$ cat config.mk
export PLATFORM = sky130hd
export DESIGN_NAME = median_window_fetch
export DESIGN_NICKNAME = d
export VERILOG_FILES = /design/src/rtl/median_window_fetch.sv
export SDC_FILE = /design/constraint.sdc
export NUM_CORES = 1
export LEC_CHECK = 0
export CORE_MARGIN = 3
export CORE_UTILIZATION = 60
export DETAILED_ROUTE_END_ITERATION = 6
export PLACE_DENSITY_LB_ADDON = 0.1
export SYNTH_ARGS = -nofsm -noshare
export SYNTH_HDL_FRONTEND = slang
export SYNTH_SLANG_ARGS = --single-unit
$ cat constraint.sdc
create_clock -name clk -period 4.7 [get_ports clk]
set_clock_uncertainty 0.1 [all_clocks]
set_input_delay 0.94 -clock clk [delete_from_list [all_inputs] [get_ports clk]]
set_output_delay 0.94 -clock clk [all_outputs]
set_load 0.05 [all_outputs]
$ cat src/rtl/median_window_fetch.sv
// Window fetch stage: scans a binary image in RAM and streams each full
// WINDOW_SIZE x WINDOW_SIZE neighbourhood as one contiguous pixel burst.
module median_window_fetch #(
    parameter int WINDOW_SIZE = 3,
    parameter int IMG_WIDTH   = 128,
    parameter int IMG_HEIGHT  = 128
) (
    input  logic       clk,
    input  logic       reset,
    input  logic       start,
    input  logic       hold,
    output logic       busy,
    output logic       done,
    output logic       ramReadEnable,
    output logic [7:0] ramXAddress,
    output logic [7:0] ramYAddress,
    input  logic       ramData,
    output logic       dataValid,
    output logic       dataOut,
    output logic [7:0] xAddressOut,
    output logic [7:0] yAddressOut
);

    localparam logic [7:0] WM1  = 8'(WINDOW_SIZE - 1);
    localparam logic [7:0] XMAX = 8'(IMG_WIDTH - 1);
    localparam logic [7:0] YMAX = 8'(IMG_HEIGHT - 1);

    typedef enum logic [1:0] {
        IDLE,
        FETCH,
        DRAIN,
        DONE
    } state_t;

    state_t     state_q, state_d;
    logic [7:0] bx_q, bx_d;
    logic [7:0] by_q, by_d;
    logic [7:0] r_q, r_d;
    logic [7:0] c_q, c_d;
    logic       valid_q;
    logic [7:0] xout_q;
    logic [7:0] yout_q;
    logic       rd;

    always_comb begin
        state_d = state_q;
        bx_d    = bx_q;
        by_d    = by_q;
        r_d     = r_q;
        c_d     = c_q;
        rd      = 1'b0;
        done    = 1'b0;
        busy    = (state_q != IDLE);
        unique case (state_q)
            IDLE: begin
                if (start) begin
                    state_d = FETCH;
                    bx_d    = WM1;
                    by_d    = WM1;
                    r_d     = 8'd0;
                    c_d     = 8'd0;
                end
            end
            FETCH: begin
                // Back-pressure only stalls before a window's first pixel
                if (!(hold && r_q == 8'd0 && c_q == 8'd0)) begin
                    rd = 1'b1;
                    if (c_q != WM1) begin
                        c_d = c_q + 8'd1;
                    end else begin
                        c_d = 8'd0;
                        if (r_q != WM1) begin
                            r_d = r_q + 8'd1;
                        end else begin
                            r_d = 8'd0;
                            if (bx_q != XMAX) begin
                                bx_d = bx_q + 8'd1;
                            end else if (by_q != YMAX) begin
                                bx_d = WM1;
                                by_d = by_q + 8'd1;
                            end else begin
                                state_d = DRAIN;
                            end
                        end
                    end
                end
            end
            DRAIN: state_d = DONE;
            DONE: begin
                done    = 1'b1;
                state_d = IDLE;
            end
            default: state_d = IDLE;
        endcase
    end

    always_ff @(posedge clk) begin
        if (reset) begin
            state_q <= IDLE;
            bx_q    <= 8'd0;
            by_q    <= 8'd0;
            r_q     <= 8'd0;
            c_q     <= 8'd0;
            valid_q <= 1'b0;
            xout_q  <= 8'd0;
            yout_q  <= 8'd0;
        end else begin
            state_q <= state_d;
            bx_q    <= bx_d;
            by_q    <= by_d;
            r_q     <= r_d;
            c_q     <= c_d;
            valid_q <= rd;
            xout_q  <= bx_q;
            yout_q  <= by_q;
        end
    end

    assign ramReadEnable = rd;
    assign ramXAddress   = rd ? (bx_q - WM1 + c_q) : 8'd0;
    assign ramYAddress   = rd ? (by_q - WM1 + r_q) : 8'd0;
    assign dataValid     = valid_q;
    assign dataOut       = valid_q & ramData;
    assign xAddressOut   = xout_q;
    assign yAddressOut   = yout_q;

endmodule

==> implementation parameters <==
Parameter                              Value

Status
  Outcome    completed

Routing
  Total Wirelength    7620 um
  Detailed router's first-iteration violation count    281
  WL/cell    14.8 um
  Post-route antenna net violation count    0
  Per-cell via count in the routed design    5.89
  Via count of the routed design    3028
  Drt pass-1 iters    5
  # DRC    0

Layout
  Fraction of layout cells with a size suffix above 1    0.0698
  Commonest cells after routing, fill and taps aside    56 x sky130_fd_sc_hd__inv_1, 51 x sky130_fd_sc_hd__dfxtp_1, 41 x sky130_fd_sc_hd__clkdlybuf4s50_1
  Antenna diode instance count    0
  Nets    489
  Most frequent standard cell in the layout excluding fill and tap cells    sky130_fd_sc_hd__inv_1
  Layout Cells excl Fill    514
  Area grow syn2layout    17.4%

Logic synthesis
  Number of enable-type register cells in the synthesized netlist    0
  Summed instance area of the synthesized netlist    3360 um^2
  Number of warning messages in the yosys log    0
  Number of synthesized register bits    51
  Cell taking the most area after synthesis    sky130_fd_sc_hd__dfxtp_1
  Main combinational cell family by area after synthesis    simple AND/OR/NAND/NOR gates
  Avg Cell Area, Syn    8.34 um^2
  Post-Synth Simple-Gate Area    0.263
  Post-synth cell types    58
  Fraction of synthesized cell area taken by the top area cell type    0.304
  Multiplexer area fraction after synthesis    0.0156
  Net count after synthesis    448
  Synth top area cells    sky130_fd_sc_hd__dfxtp_1 30%, sky130_fd_sc_hd__ha_1 14%, sky130_fd_sc_hd__inv_1 6.3%
  Async SR Flop Fraction    0
  Most used DFF post-synth    sky130_fd_sc_hd__dfxtp_1
  Gate count of the mapped netlist    403
  Synth Area in XOR/XNOR    0.0365
  Share of the synthesized area in compound gates (AO/OA/AOI/OAI)    0.153
  Fraction of the yosys area taken by sequential cells    0.304
  Arithmetic-cell share of the synthesized area counting full adders, half adders and majority gates    0.153

Critical path
  Worst reg2reg path endpoint    r_q[5]
  Family with the most delay on the worst path    buffers and inverters
  Cells on worst reg2reg path    6
  Endpoint class of the critical path    primary output
  Cell repeated most along the worst path    sky130_fd_sc_hd__inv_1
  Max stage delay on crit path    0.83 ns
  Arrival time of data at the critical path endpoint    3.33 ns
  Setup slack of the most critical reg-to-reg path    2.05 ns
  Worst-path cell chain    inv_1 > ha_1 > inv_1 > ha_1 > inv_1 > fa_1 > nor2b_1 > o31a_1 > o21a_1 > nor3_1 > nor3b_1 > clkdlybuf4s50_1
  FF-to-FF Start    state_q[1]
  WP buf/inv    4
  Peak fanout along the critical path    3
  Startpoint Class    flop
  Highest-delay cell along the critical path    sky130_fd_sc_hd__clkdlybuf4s50_1
  Required time of the critical path    3.66 ns
  Crit Path Class    reg -> out

Placed design
  Worst slack after detailed placement    0.622 ns
  Inst Count DP    507
  Number of buffers inserted by port buffering    41
  Post-detail-place hpwl    5750 um
  Weighted congestion at the end of routability-driven global placement    0.919

CTS
  CTS tree    yes
  Number of buffers inserted during clock tree synthesis    5
  Number of cells upsized or downsized after cts    0
  Post CTS Setup Buffer Count    0
  Root buffer cell    sky130_fd_sc_hd__clkbuf_8
  Clock net sink count    51
  Buffers from clock root to sink, at most    2
  Hold-fix buffers, CTS    0
  Worst-path clk slew    0.10 ns
  Clock network latency to the later pin of the worst-skew pair    0.31 ns
  H-tree levels    2

Floorplanning
  Full die area    6540 um^2
  Boundary Pins    42
  Vert. Die Dim    80.9 um
  Initial core utilization    0.638
  DIE WIDTH    80.9 um
  Site row count    26
  Placeable core region    5270 um^2

Min path
  Number of cells traversed by the worst hold path    1
  Hold path startpoint    bx_q[3]
  Min-Delay Path Class    reg -> reg
  Min-Delay Endpoint    bx_q[3]

GRT
  Number of antenna violations at the first check in global routing    0
  Global-route wire length before repair    13000 um
  GRT Residual Overflow    0
  Largest net degree at the start of global routing    41
  Number of global-route vias before repair    2901
  Global-route usage over all layers    0.249

STA
  Number of hold-slack violations in the final timing report    0
  Smallest setup slack after layout    0.333 ns
  Post-route clock period utilization    0.929
  Setup repair after global routing missed its margin    false
  Final slew viol count    0
  Worst-case headroom to the max-slew limit    0.342
  Fin crit period    4.37 ns
  Transition at the pin with the smallest max-transition slack    0.959 ns
  Worst hold margin    0.407 ns
  Final setup violating endpoints    0
  Post-route setup TNS    0 ns
  Achievable Freq    229 MHz

Flow run
  Max Cap Violations    0

Power and ir drop
  Post-layout power    1.76 mW
  Maximum ir drop on the vdd rail    0.349 mV
  Reported leakage power    1.57 nW
  Ratio of total power to cell area    447 nW/um^2
-- Yosys cell counts, types with 2 or more instances --
library cell / n
sky130_fd_sc_hd__a21oi_1: 9
sky130_fd_sc_hd__a311oi_1: 2
sky130_fd_sc_hd__nand3_1: 15
sky130_fd_sc_hd__nand2_1: 18
sky130_fd_sc_hd__nor2_1: 38
sky130_fd_sc_hd__inv_1: 56
sky130_fd_sc_hd__xnor2_1: 12
sky130_fd_sc_hd__ha_1: 38
sky130_fd_sc_hd__a21o_1: 2
sky130_fd_sc_hd__and3_2: 2
sky130_fd_sc_hd__or2_2: 2
sky130_fd_sc_hd__nor3_1: 17
sky130_fd_sc_hd__mux2i_1: 3
sky130_fd_sc_hd__o31a_1: 2
sky130_fd_sc_hd__a22o_1: 2
sky130_fd_sc_hd__nor4_1: 4
sky130_fd_sc_hd__nor4_4: 2
sky130_fd_sc_hd__o31ai_1: 6
sky130_fd_sc_hd__a31oi_1: 5
sky130_fd_sc_hd__or3_1: 5
sky130_fd_sc_hd__nand2b_1: 5
sky130_fd_sc_hd__a31o_2: 2
sky130_fd_sc_hd__nor2b_1: 14
sky130_fd_sc_hd__clkbuf_1: 7
sky130_fd_sc_hd__a221o_1: 2
sky130_fd_sc_hd__buf_2: 3
sky130_fd_sc_hd__a221oi_1: 3
sky130_fd_sc_hd__and2_2: 2
sky130_fd_sc_hd__nor3b_1: 3
sky130_fd_sc_hd__dfxtp_1: 51
sky130_fd_sc_hd__mux2_2: 2
sky130_fd_sc_hd__a211oi_1: 4
sky130_fd_sc_hd__o21a_1: 6
sky130_fd_sc_hd__o21ai_0: 16
sky130_fd_sc_hd__and2_1: 7
sky130_fd_sc_hd__xor2_1: 2
sky130_fd_sc_hd__nand4_1: 8
sky130_fd_sc_hd__fa_1: 2
sky130_fd_sc_hd__and3_1: 4
sky130_fd_sc_hd__nand3b_1: 2
-- report_power, final --
part	internal, mW	leakage [nW]	switching (mW)	total [mW]
Combinational	0.333	1.11	0.638	0.971
Sequential	0.460	0.412	0.0257	0.486
Clock	0.156	0.0502	0.151	0.307
Total	0.949	1.57	0.815	1.76
-- registers in the layout, indices dropped and copies added (netlist names) --
register / count
bx_q: 8
by_q: 8
c_q: 8
r_q: 8
xAddressOut: 8
yAddressOut: 8
state_q: 2
dataValid: 1
-- cell families after synthesis --
kind of cell	after synthesis
AO/OA/AOI/OAI	70
XOR/XNOR	14
adder cells (fa/ha/maj)	40
buffers and inverters	66
flip-flops	51
multiplexers	5
AND/OR/NAND/NOR	157
-- worst max path at each step --
stage,endpoint,cells after the start,from
after global routing,ramXAddress[7],12,c_q[1]
after floorplan,ramXAddress[7],9,c_q[3]
after global placement,ramXAddress[3],7,hold
after CTS,ramXAddress[7],12,c_q[1]
final,ramYAddress[7],12,by_q[1]
after detailed placement,ramYAddress[7],7,hold
-- routing by layer --
| metal | up-vias | wire length [um] | track usage |
|---|---|---|---|
| met3 | 4 | 429 | 0.0333 |
| li1 | 1487 | - | - |
| met4 | 0 | 41 | 0.0507 |
| met2 | 100 | 3530 | 0.412 |
| met5 | - | 0 | 0 |
| met1 | 1437 | 3620 | 0.346 |
-- cell type report --
type / instances / area [um^2]
Multi-Input combinational cell: 286 / 2090
Fill cell: 429 / 1320
Sequential cell: 51 / 1020
Timing Repair Buffer: 44 / 433
Inverter: 56 / 210
Tap cell: 70 / 87.6
Clock buffer: 5 / 68.8
Clock inverter: 2 / 37.5
-- metrics by stage --
step	cell area, um^2	util
4_1_cts	3950	0.749
5_1_grt	3950	0.749
3_5_place_dp	3840	0.729
6_report	3950	0.749
2_1_floorplan	3360	-
3_3_place_gp	3840	0.729
Power figures use the tool's default switching activity.
